File: src/rtl/a2d_sched.sv
// Round-robin conversion scheduler and SPI master for the 8-channel 12-bit A2D.
// Result lands one cycle after T2's SS_n rise; go/ch_en are sampled only between pairs, and a started pair always completes.
module a2d_sched #(
    parameter int SCLK_DIV = 32,
    parameter int GAP      = 4
) (
    input  logic        clk,
    input  logic        rst,
    input  logic        go,
    input  logic [7:0]  ch_en,
    output logic        SS_n,
    output logic        SCLK,
    output logic        MOSI,
    input  logic        MISO,
    output logic [11:0] res,
    output logic [2:0]  res_ch,
    output logic        res_vld,
    output logic        busy,
    output logic        scan_done
);

    localparam int H      = SCLK_DIV / 2;
    localparam int PERIOD = 2 * (17 * SCLK_DIV + GAP);
    localparam int CW     = $clog2(SCLK_DIV + GAP + 1);
    localparam int PW     = $clog2(PERIOD + 1);

    localparam logic [CW-1:0] H_M1    = CW'(H - 1);
    localparam logic [CW-1:0] DIV_M1  = CW'(SCLK_DIV - 1);
    localparam logic [CW-1:0] GAP1_END = CW'(GAP - 1);
    localparam logic [CW-1:0] GAP2_END = CW'(GAP);
    localparam logic [PW-1:0] P_LAST  = PW'(PERIOD - 1);
    localparam logic [PW-1:0] P_MAX   = {PW{1'b1}};

    localparam logic [2:0] S_IDLE  = 3'd0;
    localparam logic [2:0] S_PICK  = 3'd1;
    localparam logic [2:0] S_FRONT = 3'd2;
    localparam logic [2:0] S_XFER  = 3'd3;
    localparam logic [2:0] S_BACK  = 3'd4;
    localparam logic [2:0] S_GAP   = 3'd5;

    logic [2:0]    state;
    logic [CW-1:0] cnt;
    logic [3:0]    bitn;
    logic          second;
    logic [2:0]    ch;
    logic [2:0]    last_ch;
    logic [7:0]    en_q;
    logic [14:0]   tx_sh;
    logic [11:0]   rx_sh;
    logic [PW-1:0] pcnt;
    logic          paced;

    logic          go_ok;
    logic          nxt_found;
    logic [2:0]    nxt_ch;
    logic [2:0]    cand;
    logic [15:0]   cmd_nxt;
    logic [15:0]   cmd_cur;

    assign go_ok   = go && (ch_en != 8'd0);
    assign cmd_nxt = {2'b00, nxt_ch, 11'd0};
    assign cmd_cur = {2'b00, ch, 11'd0};

    // Search upward from the last served channel; i = 8 wraps back onto it.
    always_comb begin
        nxt_found = 1'b0;
        nxt_ch    = last_ch;
        cand      = last_ch;
        for (int i = 1; i <= 8; i++) begin
            cand = last_ch + 3'(i);
            if (!nxt_found && ch_en[cand]) begin
                nxt_found = 1'b1;
                nxt_ch    = cand;
            end
        end
    end

    always_ff @(posedge clk) begin
        if (rst) begin
            state     <= S_IDLE;
            SS_n      <= 1'b1;
            SCLK      <= 1'b1;
            MOSI      <= 1'b0;
            res       <= 12'd0;
            res_ch    <= 3'd0;
            res_vld   <= 1'b0;
            busy      <= 1'b0;
            scan_done <= 1'b0;
            cnt       <= '0;
            bitn      <= 4'd0;
            second    <= 1'b0;
            ch        <= 3'd0;
            last_ch   <= 3'd7;
            en_q      <= 8'd0;
            tx_sh     <= 15'd0;
            rx_sh     <= 12'd0;
            pcnt      <= '0;
            paced     <= 1'b0;
        end else begin
            res_vld   <= 1'b0;
            scan_done <= 1'b0;
            if (pcnt != P_MAX) pcnt <= pcnt + 1'b1;

            case (state)
                S_IDLE: begin
                    paced <= 1'b0;
                    if (go_ok) state <= S_PICK;
                end

                // Back-to-back pairs are paced to a fixed conversion period.
                S_PICK: begin
                    if (!go_ok) begin
                        state <= S_IDLE;
                    end else if (!paced || pcnt >= P_LAST) begin
                        ch      <= nxt_ch;
                        last_ch <= nxt_ch;
                        en_q    <= ch_en;
                        MOSI    <= cmd_nxt[15];
                        tx_sh   <= cmd_nxt[14:0];
                        SS_n    <= 1'b0;
                        busy    <= 1'b1;
                        second  <= 1'b0;
                        cnt     <= '0;
                        pcnt    <= '0;
                        state   <= S_FRONT;
                    end
                end

                S_FRONT: begin
                    if (cnt == H_M1) begin
                        cnt   <= '0;
                        bitn  <= 4'd0;
                        SCLK  <= 1'b0;
                        state <= S_XFER;
                    end else begin
                        cnt <= cnt + 1'b1;
                    end
                end

                // Each period starts on the falling edge; data moves only on the rise.
                S_XFER: begin
                    if (cnt == H_M1) begin
                        SCLK  <= 1'b1;
                        rx_sh <= {rx_sh[10:0], MISO};
                        MOSI  <= tx_sh[14];
                        tx_sh <= {tx_sh[13:0], 1'b0};
                        if (bitn == 4'd15) begin
                            cnt   <= '0;
                            state <= S_BACK;
                        end else begin
                            cnt <= cnt + 1'b1;
                        end
                    end else if (cnt == DIV_M1) begin
                        cnt  <= '0;
                        bitn <= bitn + 1'b1;
                        SCLK <= 1'b0;
                    end else begin
                        cnt <= cnt + 1'b1;
                    end
                end

                S_BACK: begin
                    if (cnt == H_M1) begin
                        SS_n  <= 1'b1;
                        cnt   <= '0;
                        state <= S_GAP;
                    end else begin
                        cnt <= cnt + 1'b1;
                    end
                end

                S_GAP: begin
                    if (cnt == '0 && second) begin
                        res       <= rx_sh;
                        res_ch    <= ch;
                        res_vld   <= 1'b1;
                        scan_done <= ((en_q & (8'hFE << ch)) == 8'd0);
                    end
                    if (!second && cnt == GAP1_END) begin
                        second <= 1'b1;
                        cnt    <= '0;
                        SS_n   <= 1'b0;
                        MOSI   <= cmd_cur[15];
                        tx_sh  <= cmd_cur[14:0];
                        state  <= S_FRONT;
                    end else if (second && cnt == GAP2_END) begin
                        busy   <= 1'b0;
                        paced  <= 1'b1;
                        second <= 1'b0;
                        cnt    <= '0;
                        state  <= go_ok ? S_PICK : S_IDLE;
                    end else begin
                        cnt <= cnt + 1'b1;
                    end
                end

                default: state <= S_IDLE;
            endcase
        end
    end

endmodule
File: config.mk
export PLATFORM = sky130hd
export DESIGN_NAME = a2d_sched
export DESIGN_NICKNAME = d
export VERILOG_FILES = /design/src/rtl/a2d_sched.sv
export SDC_FILE = /design/constraint.sdc
export NUM_CORES = 1
export LEC_CHECK = 0
export CORE_ASPECT_RATIO = 1.75
export CORE_MARGIN = 3
export CORE_UTILIZATION = 50
export DETAILED_ROUTE_END_ITERATION = 7
export PLACE_DENSITY = 0.7
export SYNTH_ARGS = -nofsm -noshare
export SYNTH_HDL_FRONTEND = slang
export SYNTH_SLANG_ARGS = --single-unit
File: constraint.sdc
create_clock -name clk -period 3.7 [get_ports clk]
set_input_delay 0.37 -clock clk [delete_from_list [all_inputs] [get_ports clk]]
set_output_delay 0.37 -clock clk [all_outputs]
set_load 0.005 [all_outputs]
======== Yosys cells after proc, flatten, opt, wreduce, memory -nomap -nowiden ========
Cells that the tools add are included.
storage, ports and cells
  register bits after elaboration ......... 88
  input port bits ......................... 12
operators by class
  add/sub/neg operators ................... 10
  $lt $le $gt $ge ......................... 9
  eq/ne operators ......................... 26
  shift-type cells ........................ 1
  multiplexer cells ....................... 86
  bitwise operators ....................... 3
  reductions and logical operators ........ 46
operators by type and width
  kind                                                        number
  2-to-1 mux 15 bit                                           4
  2-to-1 mux 3 bit                                            17
  2-to-1 mux 6 bit                                            8
  case mux 15 bit (3 select lines)                            1
  2-to-1 mux 11 bit                                           4
  < comparator 3 x 4 -> 1 bit (second input constant)         8
  2-to-1 mux 1 bit                                            32
  binary-select mux 1 bit (select 3 bit)                      8
  inequality test 2 bit (second input constant)               12
  case mux 6 bit (4 select lines)                             1
  case mux 3 bit (6 select lines)                             1
  AND reduction 5 bit                                         3
  adder 3 bit (second input constant)                         4
  2-to-1 mux 4 bit                                            3
  AND reduction 3 bit                                         4
  adder 11 x 1 -> 11 bit (second input constant)              1
  greater-or-equal comparator 11 bit (second input constant)  1
  logical AND 1 bit                                           11
  inequality test 11 bit (second input constant)              1
  logical NOT 1 bit                                           9
  inequality test 3 bit (second input constant)               3
  AND 8 bit                                                   1
  logical NOT 8 bit                                           1
  case mux 1 bit (2 select lines)                             4
  other kinds (28)                                            39

======== Longest topological paths before layout ========
Gate-level depths: netlist of the first run.
  depth after elaboration ................. 28
  gate-level depth with buffers ........... 12
  depth with buffers taken out ............ 10

======== Worst setup path after synthesis of the first run ========
Ideal clock, no wire load.
  path type ............................... register to register
  start ................................... reg last_ch[0]
  end ..................................... reg ch[2]
  library setup time ...................... 128 ps
  arrival ................................. 2,928 ps
  data required time ...................... 3,572 ps
  slack ................................... 644 ps
  cell stages (with the launch flop) ...... 13
  clock period less this slack ............ 3,056 ps
  cell sequence ........................... dfxtp_1 buf_6 inv_1 ha_1 buf_6 mux4_2 mux2i_4 nand4_4 a311o_1 a2111oi_2 o21ai_1 nand4_1 o31ai_1
between the ends
  cells in the longest elaborated chain, start to end .. 25
  elaborated cells on any way between the ends .. 52
  classes of those cells .................. add/sub (7); mux (31); reduce/logical (14)
ends and longest elaborated chain
  what                                    line  RTL
  start: declaration                      46    logic [2:0] last_ch;
  start signal: assignment                116   last_ch <= nxt_ch;
  adder 3 x 1 -> 3 bit                    70    cand = last_ch + 3'(i);
  binary-select mux 1 bit (select 3 bit)  71    if (!nxt_found && ch_en[cand]) begin
  2-to-1 mux 1 bit (not written as such)  71
  2-to-1 mux 1 bit                        71
  logical NOT 1 bit                       71
  logical AND 1 bit                       71
  2-to-1 mux 1 bit                        71
  logical NOT 1 bit                       71
  [9 not listed]                          --
  logical AND 1 bit                       71
  2-to-1 mux 1 bit                        71
  logical NOT 1 bit                       71
  logical AND 1 bit                       71
  2-to-1 mux 1 bit                        71
  logical NOT 1 bit                       71
  logical AND 1 bit                       71
  2-to-1 mux 3 bit (*)                    71
  end signal: assignment                  115   ch <= nxt_ch;
  end: declaration                        45    logic [2:0] ch;
Mark *: on every way between the ends. The rest lies on a longest branch, timed or not. The select of a mux whose other input is x is not followed.
A chain may end at the register's enable or synchronous reset.

======== Final worst setup path of the first run ========
  start ................................... reg last_ch[1]
  end ..................................... reg ch[2]
The elaborated chain is that of the path after synthesis.

==> results.toml, run 1 <==
[run_status]
status = "completed"

[critical_path]
critical_path.endpoint = "ch[2]"
endpoint_kind = "register"
worstSetupStartpointType = "register"
cp_max_fo = 9
critical_path_buf_inv_count = 1
cp_cell_sequence = "clkinv_1 > ha_1 > mux4_2 > mux2i_4 > nand4_4 > a311o_1 > a2111oi_2 > o21ai_1 > nand4_1 > o31ai_1"
crit_slowest_cell = "mux4_2"
cp.depth = 10
max_stage_delay_ns = 0.68
path_class = "reg2reg"
r2r_setup_slack_ns = 0.47
worstPathArrival_ns = 3.43
critPathLaunch = "last_ch[1]"
cp_top_family = "multiplexers"
ff2ff_path_depth = 10
r2r-start = "last_ch[1]"
cp.required_ns = 3.90
reg2reg_to = "ch[2]"

[floorplanning]
die_h_um = 124
die-area_um2 = 9150
num_rows = 42
io_pins = 33
initial_core_util_pct = 52.2
die_x_um = 73.6
core_area_um2 = 7670

[detailed_routing]
vias_per_cell = 5.87
firstDrtPassIters = 5
drc = 0
drtIter0Drc = 272
wirelength_mm = 9.44
wire_per_inst_um = 15.0
antenna_left = 0
vias = 3690

[timing]
finalCritPeriodShare_pct = 87.3
setup_viol = 0
finalSetupTns_ns = 0
rsz0062_at_grt = "no"
worst_pin_slew_ns = 0.674
hold_violations = 0
finalCriticalPeriod_ns = 3.23
max_slew_margin_pct = 54.7
slew_viol_final = 0
fmax_ghz = 0.310
fin_skew_ns = 0.00721

[job]
max_cap_violations = 0

[layout]
fin_area_um2 = 4690
syn_to_final_growth_pct = 17.3
final_nets = 554
mostFrequentLayoutCell = "nand2_1"
layout_common_cells = "nand2_1, dfxtp_1, a21oi_1, nor2_1, clkdlybuf4s50_1"
diodes = 0
drive_above_1_share_pct = 7.95
final_core_util_pct = 61.2

[hold_path]
hp-class = "in2reg"

[clocking]
cts.clk_slew.worst_paths_ns = 0.06
clock_latency_ns = 0.34
hold_buffers = 0
cts_sinks = 76
ctsResizeCount = 0
tritoncts = "done"
postCtsSetupRepairBufs = 0
root_buffer = "clkbuf_16"
cts_made_buffers = 9
clk_path_buf_depth = 2
htree_levels = 3

[placed_design]
routabilityCongestion = 0.936
port-buffer-count = 32
placed_cell_area_um2 = 4390
place_hpwl_mm = 6.96

[logic_synthesis]
syn_inst = 509
avgSynthCellArea_um2 = 7.86
ys.flop_type = "dfxtp_1"
seq_area_frac_synth_pct = 38.0
async_reset_ff_share_pct = 0
yosysWarnings = 0
synth_fp_nets = 527
synth.distinct_cells = 61
syn-cell-area_um2 = 4000
synth_edf_count = 0
ys_ff_latch = 76

[power]
pwr_density_cell_nw_per_um2 = 507
p_total_mw = 2.38
p_leak_nw = 1.64
max-vdd-ir-drop_mv = 0.259

[global_route]
grt.total_usage_pct = 22.0
grt_overflow_total = 0
grt_pass1_vias = 3464
grt_pass1_wl_mm = 15.9
antenna_found_initial = 0
grt_max_degree = 57
==> how the worst min path moves through the flow <==
stage | startpoint | to | slack (ns) | cells after the start
6_report | rst | SCLK | 0.44 | 3
2_1_floorplan | rx_sh[11] | res[11] | 0.43 | 2
3_3_place_gp | SS_n | SS_n | 0.44 | 2
5_1_grt | res[8] | res[8] | 0.47 | 2
4_1_cts | rst | SCLK | 0.43 | 3
3_5_place_dp | res[1] | res[1] | 0.45 | 2
==> layout make-up <==
class,count,area [um^2]
Multi-Input combinational cell,393,2310
Timing Repair Buffer,43,398
Tap cell,88,110
Clock buffer,11,243
Fill cell,696,2980
Clock inverter,5,61.3
Inverter,13,48.8
Sequential cell,76,1520
==> registers in the layout (all words and copies together), names as in the netlist <==
signal / count
en_q: 7
rx_sh: 12
res_ch: 3
SCLK: 1
tx_sh: 4
res_vld: 1
cnt: 6
second: 1
scan_done: 1
ch: 3
SS_n: 1
MOSI: 1
pcnt: 11
busy: 1
state: 3
paced: 1
bitn: 4
last_ch: 3
res: 12
==> logic make-up after synthesis <==
kind of cell               count (synthesis)  share of synthesized area, %
and+or+nand+nor                          214                          24.6
AOI/OAI and AO/OA                        142                          21.9
DFF                                       76                          38.0
buffers and inverters                     40                          4.22
muxes                                     20                          7.04
xor gates and xnor gates                  11                          2.41
adders and majority gates                  6                          1.88
==> metrics by stage <==
stage	hold WS (ns)	instances	setup slack, ns
after floorplan	0.432	509	0.644
after global placement	0.438	613	0.599
after detailed placement	0.446	613	0.507
after CTS	0.434	629	0.488
after global routing	0.472	629	0.209
final	0.437	629	0.470
==> where the power goes <==
part / switching, mW / internal [mW]
combinational: 0.337 / 0.248
clock: 0.341 / 0.541
sequential: 0.0527 / 0.859
==> Yosys cell counts (5+ instances only) <==
master	number	area (um^2)
nand2_1	106	398
dfxtp_1	76	1520
a21oi_1	66	330
nor2_1	32	120
o21ai_0	23	115
clkbuf_1	22	82.6
nand3_1	15	75.1
nor3_1	14	70.1
inv_1	12	45.0
mux2i_1	9	90.1
nand2b_1	9	56.3
or3_1	8	50.1
ha_1	6	75.1
xnor2_1	6	52.6
a211oi_1	5	37.5
a31oi_1	5	31.3
and2_1	5	31.3
mux2_2	5	56.3
mux4_2	5	113
nor2b_1	5	31.3
o211ai_1	5	37.5
xor2_1	5	43.8
==> per-layer routing <==
metal	global-route usage, %	vias up	routed length, um	share of wire (%)
li1	-	1866	-	-
met1	23.2	1733	3740	40
met5	0	-	0	0
met2	39.3	71	5150	55
met4	10.5	0	255	2.7
met3	4.77	20	303	3.2
==> worst reg2reg max path, cell delays in order (launching register included) <==
cell       delay [ns]
dfxtp_1          0.34
clkinv_1         0.09
ha_1             0.51
mux4_2           0.68
mux2i_4          0.28
nand4_4          0.16
a311o_1          0.36
a2111oi_2        0.32
o21ai_1          0.14
nand4_1          0.14
o31ai_1          0.08
Note: power is estimated with default switching activity, not from simulation.
==> run 2, diff against run 1 <==
Settings changed: CORE_ASPECT_RATIO 1.75 to not set, HOLD_SLACK_MARGIN set to 0.1.
==> run 2 against run 1 <==
Effect of this change:
- cell count is 1.6% higher
- sequential share of layout area is 0.59 points higher
- maximum frequency is 0.93% higher
- first-iteration DRC count is 24% lower
- hold slack better by 0.020 ns
- setup slack better by 0.030 ns
- combinational power is 1% lower
- register-to-register slack better by 0.03 ns
- die area is 0.47% lower
- clock-buffer cell count is 2 lower
- non-clock buffer count is 1 lower
==> results.toml, run 2 (synthesis gave the netlist of run 1 again) <==
[critical_path]
cp.required_ns = 3.90
endpoint_kind = "register"
worstPathArrival_ns = 3.40
path_class = "reg2reg"
cp_max_fo = 9
worstSetupStartpointType = "register"

[layout]
final_core_util_pct = 61.6
final_cells = 639
largest_registers = "res: 12 flops, rx_sh: 12 flops, pcnt: 11 flops"
mostFrequentLayoutCell = "nand2_1"
drive_above_1_share_pct = 7.96
final_nets = 553
fin_area_um2 = 4610
diodes = 0
syn_to_final_growth_pct = 15.2
layout_common_cells = "nand2_1, dfxtp_1, a21oi_1, nor2_1, clkdlybuf4s50_1"

[placed_design]
preCtsSetupSlack_ns = 0.506
dp.cells = 623
port-buffer-count = 32
placed_cell_area_um2 = 4400
place_hpwl_mm = 6.51
routabilityCongestion = 0.957

[power]
p_comb_share_pct = 26.7
p_sw_share_pct = 33.9
p_total_mw = 2.17
p_leak_nw = 1.61
p_seq_share_pct = 42.0
clockPowerShare_pct = 31.3
switchingPower_mw = 0.733
p_int_mw = 1.43
pwr_density_cell_nw_per_um2 = 470
max-vdd-ir-drop_mv = 0.193

[global_route]
grt_pass1_wl_mm = 15.7
antenna_found_initial = 0
grt_use_met1_pct = 29.8
busiest_layer = "met2"
grt_max_degree = 43
grt_overflow_total = 0
grt_use_met3_pct = 5.13
use_met2_pct = 33.5
grt_pass1_vias = 3366
grt.total_usage_pct = 21.6

[clocking]
clock_latency_ns = 0.36
tritoncts = "done"
clk_path_buf_depth = 2
root_buffer = "clkbuf_8"
cts_made_buffers = 9
hold_buffers = 0
htree_levels = 3
ctsResizeCount = 0
cts_sinks = 76
postCtsSetupRepairBufs = 0
cts.clk_slew.worst_paths_ns = 0.09

[detailed_routing]
vias_per_cell = 5.74
wire_per_inst_um = 14.2
vias = 3665
wirelength_mm = 9.10
firstDrtPassIters = 5
antenna_left = 0
drtIter0Drc = 207
drc = 0

[timing]
hold_violations = 0
finalCriticalPeriod_ns = 3.20
setup_ws_ns = 0.500
fin_skew_ns = 0.0151
rsz0062_at_grt = "no"
setup_viol = 0
slew_viol_final = 0
max_slew_margin_pct = 16.8
finalCritPeriodShare_pct = 86.5
fmax_ghz = 0.313
worst_pin_slew_ns = 1.24
finalSetupTns_ns = 0
hold_slack_ns = 0.457

[job]
max_cap_violations = 0

[floorplanning]
die-area_um2 = 9110
die_x_um = 95.5
io_pins = 33
initial_core_util_pct = 53.5
core_area_um2 = 7490
die_h_um = 95.5
num_rows = 31

[run_status]
status = "completed"

[hold_path]
hp-class = "reg2reg"
run 2: changes by cell type in the layout (fill, tap and decap cells not counted):
cell / delta
clkinvlp_4: -3
inv_6: +1
clkbuf_8: +8
clkbuf_1: -1
inv_8: +3
buf_4: -1
clkinv_4: +1
clkbuf_16: -9
run 2: power by group through the flow:
stage	Sequential, mW	Clock [mW]	Combinational (mW)
3_5_place_dp	0.927	0	0.573
5_1_grt	0.916	0.735	0.646
2_1_floorplan	0.901	0	0.470
4_1_cts	0.908	0.698	0.576
3_3_place_gp	0.926	0	0.565
6_report	0.909	0.678	0.577
run 2: worst max-delay path, cell delays in order (launching register included):
cell	delay, ns
dfxtp_1	0.34
clkinv_1	0.08
ha_1	0.51
mux4_2	0.65
mux2i_4	0.29
nand4_4	0.16
a311o_1	0.36
a2111oi_2	0.30
o21ai_1	0.13
nand4_1	0.14
o31ai_1	0.08
run 2: final timing paths:
check,start,endpoint,slack (ns),depth (start not counted)
worst max-delay path,last_ch[1],ch[2],0.50,10
worst min register to register,res[1],res[1],0.46,2
worst min-delay path,res[1],res[1],0.46,2
worst max register to register,last_ch[1],ch[2],0.50,10
run 2: metal layers:
metal / wire, um / vias to the layer above
li1: - / 1862
met2: 4190 / 93
met4: 102 / 0
met5: 0 / -
met3: 463 / 12
met1: 4350 / 1698
run 2: layout make-up:
cell class,count,area (um^2)
clock buffer,9,124
clock inverter,7,90.1
fill,661,2880
inverter,13,48.8
multi-input combinational,393,2310
sequential,76,1520
tap,99,124
timing repair buffer,42,390
==> run 3, diff against run 2 <==
Settings changed: ABC_CLOCK_PERIOD_IN_PS set to 3700.
==> results of run 3 <==
Same layout as run 2: the final DEF is identical, and so are final timing and power.
